--- src/rtl/mc_controller_if.sv ---
// mc_controller_if
// Bundles the signals between the multicycle control unit and its datapath.
//   op, funct   : instruction opcode / R-type function field (from the IR)
//   zero        : ALU zero flag
//   alucontrol  : 4-bit ALU operation code
//   alusrca/b, immsrc, iord, irwrite, memwrite, regwrite, regdst, memtoreg,
//   pcsrc, pcen : datapath selects and enables
// Modports: master = control unit side, slave = datapath side.
interface mc_controller_if;
  logic [5:0] op;
  logic [5:0] funct;
  logic       zero;
  logic [3:0] alucontrol;
  logic       alusrca;
  logic [1:0] alusrcb;
  logic       immsrc;
  logic       iord;
  logic       irwrite;
  logic       memwrite;
  logic       regwrite;
  logic       regdst;
  logic       memtoreg;
  logic [1:0] pcsrc;
  logic       pcen;

  modport master (
    input  op, funct, zero,
    output alucontrol, alusrca, alusrcb, immsrc, iord, irwrite, memwrite,
           regwrite, regdst, memtoreg, pcsrc, pcen
  );

  modport slave (
    output op, funct, zero,
    input  alucontrol, alusrca, alusrcb, immsrc, iord, irwrite, memwrite,
           regwrite, regdst, memtoreg, pcsrc, pcen
  );
endinterface

--- src/rtl/mc_controller.sv ---
// mc_controller
// Multicycle control unit: sequences each instruction through
// fetch/decode/execute/memory/writeback and drives every datapath select
// and enable, including the ALU operation code.
// Ports:
//   clk   : rising-edge clock
//   reset : asynchronous active-high reset, returns the FSM to FETCH
//   bus   : mc_controller_if.master (op/funct/zero in, controls out)
// Build option: define BNE_EN to decode opcode 000101 (bne) as a branch
// taken on zero == 0. Without it, 000101 is an unknown opcode.
module mc_controller (
  input  logic               clk,
  input  logic               reset,
  mc_controller_if.master    bus
);

  localparam logic [5:0] OP_RTYPE = 6'b000000;
  localparam logic [5:0] OP_LW    = 6'b100011;
  localparam logic [5:0] OP_SW    = 6'b101011;
  localparam logic [5:0] OP_BEQ   = 6'b000100;
  localparam logic [5:0] OP_J     = 6'b000010;
  localparam logic [5:0] OP_ADDI  = 6'b001000;
  localparam logic [5:0] OP_XORI  = 6'b001110;
  localparam logic [5:0] OP_LUI   = 6'b001111;
  localparam logic [5:0] OP_LI    = 6'b010001;
`ifdef BNE_EN
  localparam logic [5:0] OP_BNE   = 6'b000101;
`endif

  typedef enum logic [3:0] {
    FETCH   = 4'd0,
    DECODE  = 4'd1,
    MEMADR  = 4'd2,
    MEMRD   = 4'd3,
    MEMWB   = 4'd4,
    MEMWR   = 4'd5,
    EXECUTE = 4'd6,
    ALUWB   = 4'd7,
    BRANCH  = 4'd8,
    IMMEX   = 4'd9,
    IMMWB   = 4'd10,
    JUMP    = 4'd11
  } state_t;

  // How alucontrol is formed in a given state.
  typedef enum logic [2:0] {
    ALU_NONE  = 3'd0,
    ALU_ADD   = 3'd1,
    ALU_SUB   = 3'd2,
    ALU_FUNCT = 3'd3,
    ALU_IMM   = 3'd4
  } aluop_t;

  // Controls that depend on state alone; rw_gate marks regwrite as
  // conditional on a recognised funct.
  typedef struct packed {
    logic       alusrca;
    logic [1:0] alusrcb;
    logic       iord;
    logic       irwrite;
    logic       memwrite;
    logic       regwrite;
    logic       rw_gate;
    logic       regdst;
    logic       memtoreg;
    logic [1:0] pcsrc;
    logic       pcwrite;
    logic       branch;
    logic       imm;
    aluop_t     aluop;
  } ctl_t;

  function automatic state_t next_state(state_t s, logic [5:0] op);
    state_t n;
    n = FETCH;
    case (s)
      FETCH:   n = DECODE;
      DECODE: begin
        case (op)
          OP_LW, OP_SW:                     n = MEMADR;
          OP_RTYPE:                         n = EXECUTE;
          OP_BEQ:                           n = BRANCH;
`ifdef BNE_EN
          OP_BNE:                           n = BRANCH;
`endif
          OP_J:                             n = JUMP;
          OP_ADDI, OP_XORI, OP_LUI, OP_LI:  n = IMMEX;
          default:                          n = FETCH;
        endcase
      end
      MEMADR:  n = (op == OP_SW) ? MEMWR : MEMRD;
      MEMRD:   n = MEMWB;
      EXECUTE: n = ALUWB;
      IMMEX:   n = IMMWB;
      default: n = FETCH;
    endcase
    return n;
  endfunction

  function automatic ctl_t decode_state(state_t s);
    ctl_t c;
    c = '0;
    c.aluop = ALU_NONE;
    case (s)
      FETCH: begin
        c.alusrcb = 2'b01;
        c.aluop   = ALU_ADD;
        c.irwrite = 1'b1;
        c.pcwrite = 1'b1;
      end
      DECODE: begin
        c.alusrcb = 2'b11;
        c.aluop   = ALU_ADD;
      end
      MEMADR: begin
        c.alusrca = 1'b1;
        c.alusrcb = 2'b10;
        c.aluop   = ALU_ADD;
      end
      MEMRD:   c.iord = 1'b1;
      MEMWB: begin
        c.memtoreg = 1'b1;
        c.regwrite = 1'b1;
      end
      MEMWR: begin
        c.iord     = 1'b1;
        c.memwrite = 1'b1;
      end
      EXECUTE: begin
        c.alusrca = 1'b1;
        c.aluop   = ALU_FUNCT;
      end
      ALUWB: begin
        c.regdst   = 1'b1;
        c.regwrite = 1'b1;
        c.rw_gate  = 1'b1;
      end
      BRANCH: begin
        c.alusrca = 1'b1;
        c.aluop   = ALU_SUB;
        c.pcsrc   = 2'b01;
        c.branch  = 1'b1;
      end
      IMMEX: begin
        c.alusrca = 1'b1;
        c.alusrcb = 2'b10;
        c.aluop   = ALU_IMM;
        c.imm     = 1'b1;
      end
      IMMWB:   c.regwrite = 1'b1;
      JUMP: begin
        c.pcsrc   = 2'b10;
        c.pcwrite = 1'b1;
      end
      default: c.aluop = ALU_NONE;
    endcase
    return c;
  endfunction

  // {recognised, alucontrol}; unknown funct falls back to add.
  function automatic logic [4:0] funct_decode(logic [5:0] f);
    case (f)
      6'b100000: return {1'b1, 4'b0010};
      6'b100010: return {1'b1, 4'b1010};
      6'b100100: return {1'b1, 4'b0000};
      6'b100101: return {1'b1, 4'b0001};
      6'b101010: return {1'b1, 4'b1011};
      6'b000110: return {1'b1, 4'b0110};
      default:   return {1'b0, 4'b0010};
    endcase
  endfunction

  function automatic logic [3:0] imm_decode(logic [5:0] op);
    case (op)
      OP_XORI: return 4'b0100;
      OP_LUI:  return 4'b0101;
      OP_LI:   return 4'b0111;
      default: return 4'b0010;
    endcase
  endfunction

  state_t     state;
  ctl_t       ctl;
  logic [4:0] fdec;
  logic       taken;
  logic       regwrite_raw;
  logic [3:0] alucontrol;

  // State register; ctl always holds decode_state(state), loaded alongside
  // it so the state-only controls come straight from flops.
  always_ff @(posedge clk or posedge reset) begin
    if (reset) begin
      state <= FETCH;
      ctl   <= decode_state(FETCH);
    end else begin
      state <= next_state(state, bus.op);
      ctl   <= decode_state(next_state(state, bus.op));
    end
  end

  assign fdec = funct_decode(bus.funct);

  always_comb begin
    alucontrol = 4'b0000;
    case (ctl.aluop)
      ALU_ADD:   alucontrol = 4'b0010;
      ALU_SUB:   alucontrol = 4'b1010;
      ALU_FUNCT: alucontrol = fdec[3:0];
      ALU_IMM:   alucontrol = imm_decode(bus.op);
      default:   alucontrol = 4'b0000;
    endcase
  end

  // Branch sense: beq takes on zero, bne (when enabled) on ~zero.
  always_comb begin
    taken = bus.zero;
`ifdef BNE_EN
    if (bus.op == OP_BNE) taken = ~bus.zero;
`endif
  end

  assign regwrite_raw = ctl.regwrite & (~ctl.rw_gate | fdec[4]);

  // State-changing enables are held off while reset is asserted, since the
  // async reset only forces the FSM back to FETCH's (enabled) controls.
  assign bus.alucontrol = alucontrol;
  assign bus.alusrca    = ctl.alusrca;
  assign bus.alusrcb    = ctl.alusrcb;
  assign bus.immsrc     = ctl.imm & (bus.op == OP_XORI);
  assign bus.iord       = ctl.iord;
  assign bus.irwrite    = ctl.irwrite & ~reset;
  assign bus.memwrite   = ctl.memwrite & ~reset;
  assign bus.regwrite   = regwrite_raw & ~reset;
  assign bus.regdst     = ctl.regdst;
  assign bus.memtoreg   = ctl.memtoreg;
  assign bus.pcsrc      = ctl.pcsrc;
  assign bus.pcen       = (ctl.pcwrite | (ctl.branch & taken)) & ~reset;

endmodule

--- src/flat_wrapper.sv ---
// flat-port wrapper written by rule: the top's interface ports become plain ports
module mc_controller_flat 
  (clk, reset, bus_op, bus_funct, bus_zero, bus_alucontrol, bus_alusrca, bus_alusrcb, bus_immsrc, bus_iord, bus_irwrite, bus_memwrite, bus_regwrite, bus_regdst, bus_memtoreg, bus_pcsrc, bus_pcen);
  mc_controller_if bus_i ();
  input  logic clk;
  input  logic reset;
  input wire logic [$bits(bus_i.op)-1:0] bus_op;
  input wire logic [$bits(bus_i.funct)-1:0] bus_funct;
  input wire logic [$bits(bus_i.zero)-1:0] bus_zero;
  output wire logic [$bits(bus_i.alucontrol)-1:0] bus_alucontrol;
  output wire logic [$bits(bus_i.alusrca)-1:0] bus_alusrca;
  output wire logic [$bits(bus_i.alusrcb)-1:0] bus_alusrcb;
  output wire logic [$bits(bus_i.immsrc)-1:0] bus_immsrc;
  output wire logic [$bits(bus_i.iord)-1:0] bus_iord;
  output wire logic [$bits(bus_i.irwrite)-1:0] bus_irwrite;
  output wire logic [$bits(bus_i.memwrite)-1:0] bus_memwrite;
  output wire logic [$bits(bus_i.regwrite)-1:0] bus_regwrite;
  output wire logic [$bits(bus_i.regdst)-1:0] bus_regdst;
  output wire logic [$bits(bus_i.memtoreg)-1:0] bus_memtoreg;
  output wire logic [$bits(bus_i.pcsrc)-1:0] bus_pcsrc;
  output wire logic [$bits(bus_i.pcen)-1:0] bus_pcen;
  assign bus_i.op = bus_op;
  assign bus_i.funct = bus_funct;
  assign bus_i.zero = bus_zero;
  assign bus_alucontrol = bus_i.alucontrol;
  assign bus_alusrca = bus_i.alusrca;
  assign bus_alusrcb = bus_i.alusrcb;
  assign bus_immsrc = bus_i.immsrc;
  assign bus_iord = bus_i.iord;
  assign bus_irwrite = bus_i.irwrite;
  assign bus_memwrite = bus_i.memwrite;
  assign bus_regwrite = bus_i.regwrite;
  assign bus_regdst = bus_i.regdst;
  assign bus_memtoreg = bus_i.memtoreg;
  assign bus_pcsrc = bus_i.pcsrc;
  assign bus_pcen = bus_i.pcen;
  mc_controller u_core (.clk(clk), .reset(reset), .bus(bus_i));
endmodule
--- config.mk ---
export PLATFORM = sky130hd
export DESIGN_NAME = mc_controller_flat
export DESIGN_NICKNAME = d
export VERILOG_FILES = /design/src/rtl/mc_controller_if.sv /design/src/rtl/mc_controller.sv /design/src/flat_wrapper.sv
export SDC_FILE = /design/constraint.sdc
export NUM_CORES = 1
export LEC_CHECK = 0
export CAP_MARGIN = 10
export CORE_UTILIZATION = 48
export DETAILED_ROUTE_END_ITERATION = 6
export PLACE_DENSITY_LB_ADDON = 0.12
export SLEW_MARGIN = 20
export SYNTH_ARGS = -nofsm -noshare
export SYNTH_HDL_FRONTEND = slang
export SYNTH_SLANG_ARGS = --single-unit
--- constraint.sdc ---
create_clock -name clk -period 2.5 [get_ports clk]
set_clock_uncertainty 0.05 [all_clocks]
set_input_delay 0.5 -clock clk [delete_from_list [all_inputs] [get_ports clk]]
set_output_delay 0.5 -clock clk [all_outputs]
set_load 0.02 [all_outputs]
# Yosys cells after proc, flatten, opt, wreduce, memory -nomap -nowiden
# Cells that the tools add are included.
classes:
  addsub: 0
  n_mul: 0
  div_mod_pow: 0
  n_lt_le_gt_ge: 0
  eq_ne: 34
  shifts: 0
  mux: 19
  n_bitwise: 11
  n_reduce_logical: 11
op_table:
  columns: ["op", "n"]
  rows:
  - ["equality test 6 bit (second input constant)", 7]
  - ["one-hot mux 5 bit (6 select lines)", 1]
  - ["one-hot mux 4 bit (6 select lines)", 1]
  - ["equality test 4 x 3 -> 1 bit (second input constant)", 5]
  - ["equality test 4 bit (second input constant)", 5]
  - ["one-hot mux 4 bit (5 select lines)", 1]
  - ["equality test 6 x 4 -> 1 bit (second input constant)", 3]
  - ["equality test 4 x 2 -> 1 bit (second input constant)", 4]
  - ["one-hot mux 4 bit (4 select lines)", 1]
  - ["equality test 6 x 3 -> 1 bit (second input constant)", 2]
  - ["one-hot mux 3 bit (4 select lines)", 1]
  - ["two-way mux 1 bit", 9]
  - ["one-hot mux 3 bit (3 select lines)", 1]
  - ["equality test 4 x 1 -> 1 bit (second input constant)", 2]
  - ["zero test 4 bit", 2]
  - ["OR reduction 2 bit", 4]
  - ["OR reduction 4 bit", 2]
  - ["AND 1 bit", 7]
  - ["equality test 3 x 2 -> 1 bit (second input constant)", 2]
  - ["equality test 6 x 2 -> 1 bit (second input constant)", 1]
  - ["equality test 6 x 5 -> 1 bit (second input constant)", 1]
  - ["zero test 6 bit", 1]
  - ["one-hot mux 2 bit (3 select lines)", 1]
  - ["OR reduction 3 bit", 2]
  - ["7 further kinds", 9]
word_totals:
  reg_bits: 22
  latch_bits: 0
  ram_bits: 0
  romBits: 0
  input_bits: 15
  output_inout_bits: 17
  word_cells: 90
  memories: 0

# Depth between registers and ports, before layout
# Gate-level depths: netlist (run 1).
depth:
  depth_word: 7
  mapped_depth: 7
  ltp_nobuf: 6

# Least setup slack after synthesis (run 1)
# No wires, ideal clock.
synth_path:
  path_type: "input port to flip-flop"
  from: "input bus_op[3]"
  to: "register u_core.ctl[0] (netlist name)"
  setup_ps: 88
  arrival_ps: 2135
  required_time_ps: 2362
  setup_slack_ps: 227
  cell_stages: 7
  path_buffers: 1
  path_cell_list: "buf_2 -> or4b_4 -> a31o_1 -> a21oi_2 -> o2bb2ai_4 -> nor2_4 -> or3_1"
synth_between:
  elab_chain_len: 7
  elab_cells_between_ends: 22
  cone_classes: "13 x eq/ne; 4 x mux; 5 x reduce/logical"
synth_rtl:
  columns: ["element", "line_no", "text"]
  rows:
  - ["start, declared", "flat_wrapper.sv:7", "input wire logic [$bits(bus_i.op)-1:0] bus_op;"]
  - ["equality test 6 x 4 -> 1 bit, or another cell as far along", "mc_controller.sv:79", "case (op)"]
  - ["OR reduction 4 bit / OR reduction 2 bit (equally long branches)", "mc_controller.sv:79", null]
  - ["one-hot mux 4 bit (5 select lines)", "mc_controller.sv:79", null]
  - ["one-hot mux 4 bit (6 select lines) *", "mc_controller.sv:76", "case (s)"]
  - ["equality test 4 x 1 -> 1 bit, or another cell as far along", "mc_controller.sv:104", "case (s)"]
  - ["OR reduction 3 bit (no source line)", null, null]
  - ["one-hot mux 3 bit (4 select lines) *", "mc_controller.sv:104", null]
  - ["end signal, assigned", "mc_controller.sv:194", "ctl <= decode_state(FETCH);"]
  - ["end signal, assigned", "mc_controller.sv:197", "ctl <= decode_state(next_state(state, bus.op));"]
  - ["end, declared", "mc_controller.sv:183", "ctl_t ctl;"]
# Every way passes the cells marked *; elsewhere a longest branch is shown, timed or not.

# Final worst setup path (run 1)
layout_path:
  from: "input bus_op[4]"
  to: "output bus_alucontrol[1]"
layout_between:
  elab_chain_len: 3
  elab_cells_between_ends: 5
  cone_classes: "3 x eq/ne; 2 x mux"
layout_rtl:
  columns: ["element", "line_no", "text"]
  rows:
  - ["equality test 6 x 5 -> 1 bit / equality test 6 x 4 -> 1 bit (equally long branches)", "mc_controller.sv:174", "case (op)"]
  - ["one-hot mux 3 bit (3 select lines) *", "mc_controller.sv:174", null]
  - ["one-hot mux 4 bit (4 select lines) *", "mc_controller.sv:205", "case (ctl.aluop)"]
  - ["end, declared", "flat_wrapper.sv:10", "output wire logic [$bits(bus_i.alucontrol)-1:0] bus_alucontrol;"]
# Marks and branches as above.

==> metrics.json, run 1 <==
{
  "numPlacedInstances": {"value": 210},
  "run_status": {"value": "finished, final reports clean"},
  "setup.worst_path.class": {"value": "primary input to primary output"},
  "final_area": {"value": 1812, "unit": "um^2"},
  "via_total_after_detailed_routing": {"value": 1187},
  "wire_per_inst": {"value": 13.43, "unit": "um"},
  "wire_length_of_the_first_global_routing_pass": {"value": 4554, "unit": "um"},
  "postSynth.topFlopCell": {"value": "sky130_fd_sc_hd__dfrtp_1"},
  "num_io_pins": {"value": 32},
  "cts-htree-levels": {"value": 1},
  "syn_area_cell": {"value": 9.261, "unit": "um^2"},
  "placement_rows": {"value": 18},
  "areaGrowthSynthToFinish": {"value": 42.80, "unit": "%"},
  "worst-path-max-fanout": {"value": 3},
  "number_of_endpoints_failing_setup_at_the_final_stage": {"value": 0},
  "layout_worst_path_cycle_share": {"value": 97.99, "unit": "%"},
  "synthCells": {"value": 137},
  "relSlewSlack": {"value": 63.48, "unit": "%"},
  "r2r_setup_slack": {"value": 0.52, "unit": "ns"},
  "fillers": {"value": 197},
  "cp_top_family": {"value": "buffers and inverters"},
  "max-clock-path-buffers": {"value": 2},
  "area_used_by_multi_input_combinational_logic": {"value": 705.7, "unit": "um^2"},
  "critPathSlowestCell": {"value": "sky130_fd_sc_hd__clkdlybuf4s50_1"},
  "fin_cells": {"value": 214},
  "cts_root_buf": {"value": "sky130_fd_sc_hd__clkbuf_4"},
  "timing.critical_path.arrival": {"value": 1.90, "unit": "ns"},
  "switching_part_of_the_total": {"value": 37.29, "unit": "%"},
  "cts_hold_repair.buffers": {"value": 0},
  "cts_tree": {"value": "yes"},
  "core-area": {"value": 2477, "unit": "um^2"},
  "grt_pass1_vias": {"value": 1067},
  "worstSkewPairLatency": {"value": 0.30, "unit": "ns"},
  "final.setup.tns": {"value": 0, "unit": "ns"},
  "place_area": {"value": 1725, "unit": "um^2"},
  "ys_seq_area_share": {"value": 41.81, "unit": "%"},
  "max_cap_violations": {"value": 0},
  "cts_buffer_count": {"value": 3},
  "crit_path_end_kind": {"value": "primary output"},
  "first_pass_iters": {"value": 4},
  "rr_worst_depth": {"value": 6},
  "n_antenna_cell": {"value": 0},
  "routed_wirelength": {"value": 2875, "unit": "um"},
  "floorplan.die.width": {"value": 53.41, "unit": "um"},
  "vdd_ir_drop_max": {"value": 802.0, "unit": "uV"},
  "postSynthNetCount": {"value": 152},
  "report.final.slew_viol_count": {"value": 0},
  "fin_crit": {"value": 2.450, "unit": "ns"},
  "die-height": {"value": 53.41, "unit": "um"},
  "power.share.clock": {"value": 11.0, "unit": "%"},
  "worst-path-buf-inv": {"value": 3},
  "finalWeightedCongestion": {"value": 0.8554},
  "proportion_of_layout_cells_with_a_drive_suffix_above_1": {"value": 32.07, "unit": "%"},
  "synth_enable_flop_cells": {"value": 0},
  "post_cts.repair.setup_buffers": {"value": 0},
  "layout.cells.most_common_list": {"value": "sky130_fd_sc_hd__buf_4, sky130_fd_sc_hd__clkdlybuf4s50_1, sky130_fd_sc_hd__dfrtp_1"},
  "route.antenna.remaining_nets": {"value": 0},
  "crit_required": {"value": 1.95, "unit": "ns"},
  "yosys_warnings": {"value": 0},
  "hold_violations": {"value": 0},
  "min_path_type": {"value": "primary input to asynchronous set/reset pin"},
  "tightestPinTransition": {"value": 0.5432, "unit": "ns"},
  "timing.fmax": {"value": 0.4082, "unit": "GHz"},
  "synth_cell_types": {"value": 49},
  "timing.critical_path.slowest_cell_delay": {"value": 0.47, "unit": "ns"},
  "number_of_antenna_violations_at_the_first_check_in_global_routing": {"value": 0},
  "report.power.total": {"value": 1.415, "unit": "mW"},
  "final_net_count": {"value": 200},
  "dr.first_iter.drc_count": {"value": 25},
  "cp_cell_sequence": {"value": "clkdlybuf4s50_1 -> nor2b_2 -> nand3_1 -> buf_4 -> nor2_1 -> o22ai_1 -> clkdlybuf4s15_2"},
  "cellLeakagePower": {"value": 0.8289, "unit": "nW"},
  "seqCellArea": {"value": 530.5, "unit": "um^2"},
  "yosys_register_bits": {"value": 21},
  "power.density": {"value": 781.3, "unit": "nW/um^2"},
  "route.detailed.vias_per_inst": {"value": 5.547},
  "worst_r2r_endpoint": {"value": "u_core.bus.alusrcb[1]"},
  "floorplan.die_area": {"value": 2853, "unit": "um^2"},
  "power.net_switching": {"value": 0.5278, "unit": "mW"},
  "final_util": {"value": 73.13, "unit": "%"},
  "critical_path.startpoint_type": {"value": "primary input"},
  "grt_remaining_overflow": {"value": 0},
  "rr_startpoint": {"value": "u_core.state[0]"},
  "share_comb_of_total_power": {"value": 50.2, "unit": "%"},
  "initial_core_utilization": {"value": 51.21, "unit": "%"},
  "cts_num_sinks": {"value": 21},
  "total_routing_resource_utilization_after_global_routing": {"value": 22.01, "unit": "%"},
  "pin_count_of_the_biggest_net_entering_global_routing": {"value": 22},
  "placement.io_buffers": {"value": 31},
  "final_common_cell": {"value": "sky130_fd_sc_hd__buf_4"},
  "drc": {"value": 0},
  "pwr-share-seq": {"value": 38.9, "unit": "%"},
  "synthesis.area": {"value": 1269, "unit": "um^2"},
  "dp_hpwl": {"value": 2219, "unit": "um"},
  "internal-power": {"value": 0.8876, "unit": "mW"},
  "synth_async_sr_flop_share": {"value": 100.0, "unit": "%"},
  "cts.clk_slew.worst_paths": {"value": 0.11, "unit": "ns"}
}
[stage by stage]
stage	setup slack, ns	hold WS, ns
after floorplan	0.2273	0.4288
after global placement	-0.4428	0.5939
after detailed placement	-0.4844	0.6008
after CTS	-0.03119	0.5789
after global routing	-0.01158	0.5969
final	0.05015	0.5717
[registers in the layout (all words and copies together) (netlist names)]
register / count
u_core.bus.alusrcb: 2
u_core.bus.iord: 1
u_core.bus.pcsrc: 2
u_core.bus.alusrca: 1
u_core.bus.memtoreg: 1
u_core.state: 4
u_core.ctl: 9
u_core.bus.regdst: 1
[Yosys cell counts, drive strengths merged (4+ instances only)]
cell type	count	area [um^2]
and3	4	28.78
buf	8	56.30
clkbuf	4	15.01
dfrtp	17	425.4
dfstp	4	105.1
inv	4	15.01
nand2	9	33.78
nand2b	5	31.28
nand3	6	30.03
nor2	15	63.81
nor2b	5	31.28
nor3	4	20.02
nor3b	4	30.03
o21ai	5	25.02
[tightest hold or removal path, stage by stage]
cell	delay (ns)
sky130_fd_sc_hd__clkdlybuf4s50_1	0.46
sky130_fd_sc_hd__inv_1	0.09
sky130_fd_sc_hd__buf_4	0.26
[power by group through the flow]
stage                     Clock (mW)  Sequential, mW  Combinational [mW]
after CTS                      0.163           0.548               0.705
final                          0.155           0.550               0.710
after global placement             0           0.548               0.695
after floorplan                    0           0.505               0.484
after global routing           0.178           0.563               0.777
after detailed placement           0           0.554               0.704
[worst max path at each step]
stage / start / to / slack (ns) / cells after the start
2_1_floorplan: bus_op[3] / u_core.ctl[0] / 0.23 / 7
3_3_place_gp: bus_op[1] / bus_alucontrol[0] / -0.44 / 6
3_5_place_dp: bus_op[1] / bus_alucontrol[0] / -0.48 / 6
4_1_cts: bus_op[4] / bus_alucontrol[0] / -0.03 / 6
5_1_grt: bus_op[4] / bus_alucontrol[1] / -0.01 / 7
6_report: bus_op[4] / bus_alucontrol[1] / 0.05 / 7
[repair_timing]
action / in CTS / in global routing
pin swaps: 2 / 0
endpoints found under the setup margin: 6 / 10
resized for setup: 19 / 18
[kinds of logic (layout without fill, tap and decap cells)]
family	Yosys count	after routing	share of synthesized area (%)
xor gates and xnor gates	2	2	1.381
and+or+nand+nor	70	70	32.25
DFF	21	21	41.81
AOI/OAI and AO/OA	27	27	16.96
buffers and inverters	16	63	6.804
muxes	1	1	0.7890
[metal layers]
metal / vias to the layer above / part of all wire, % / GRT usage, %
met5: - / 0 / 0
met4: 0 / 1.0 / 7.018
met3: 6 / 4.0 / 4.885
met2: 29 / 52 / 39.38
met1: 570 / 43 / 25.54
li1: 582 / - / -
[cell type report]
class                           instances  area share, %
Tap cell                               30          2.072
Multi-Input combinational cell        100          38.95
Timing Repair Buffer                   55          27.35
Sequential cell                        21          29.28
Clock buffer                            3          1.243
Clock inverter                          1         0.2762
Inverter                                4         0.8287
Note: power is estimated with default switching activity, not from simulation.
==> run 2: changes to the inputs <==
CTS_CLUSTER_DIAMETER = 30   (was not set)
SLEW_MARGIN = 10   (was 20)
==> results of run 2 <==
Same layout as run 1: the final DEF is identical, and so are final timing and power.
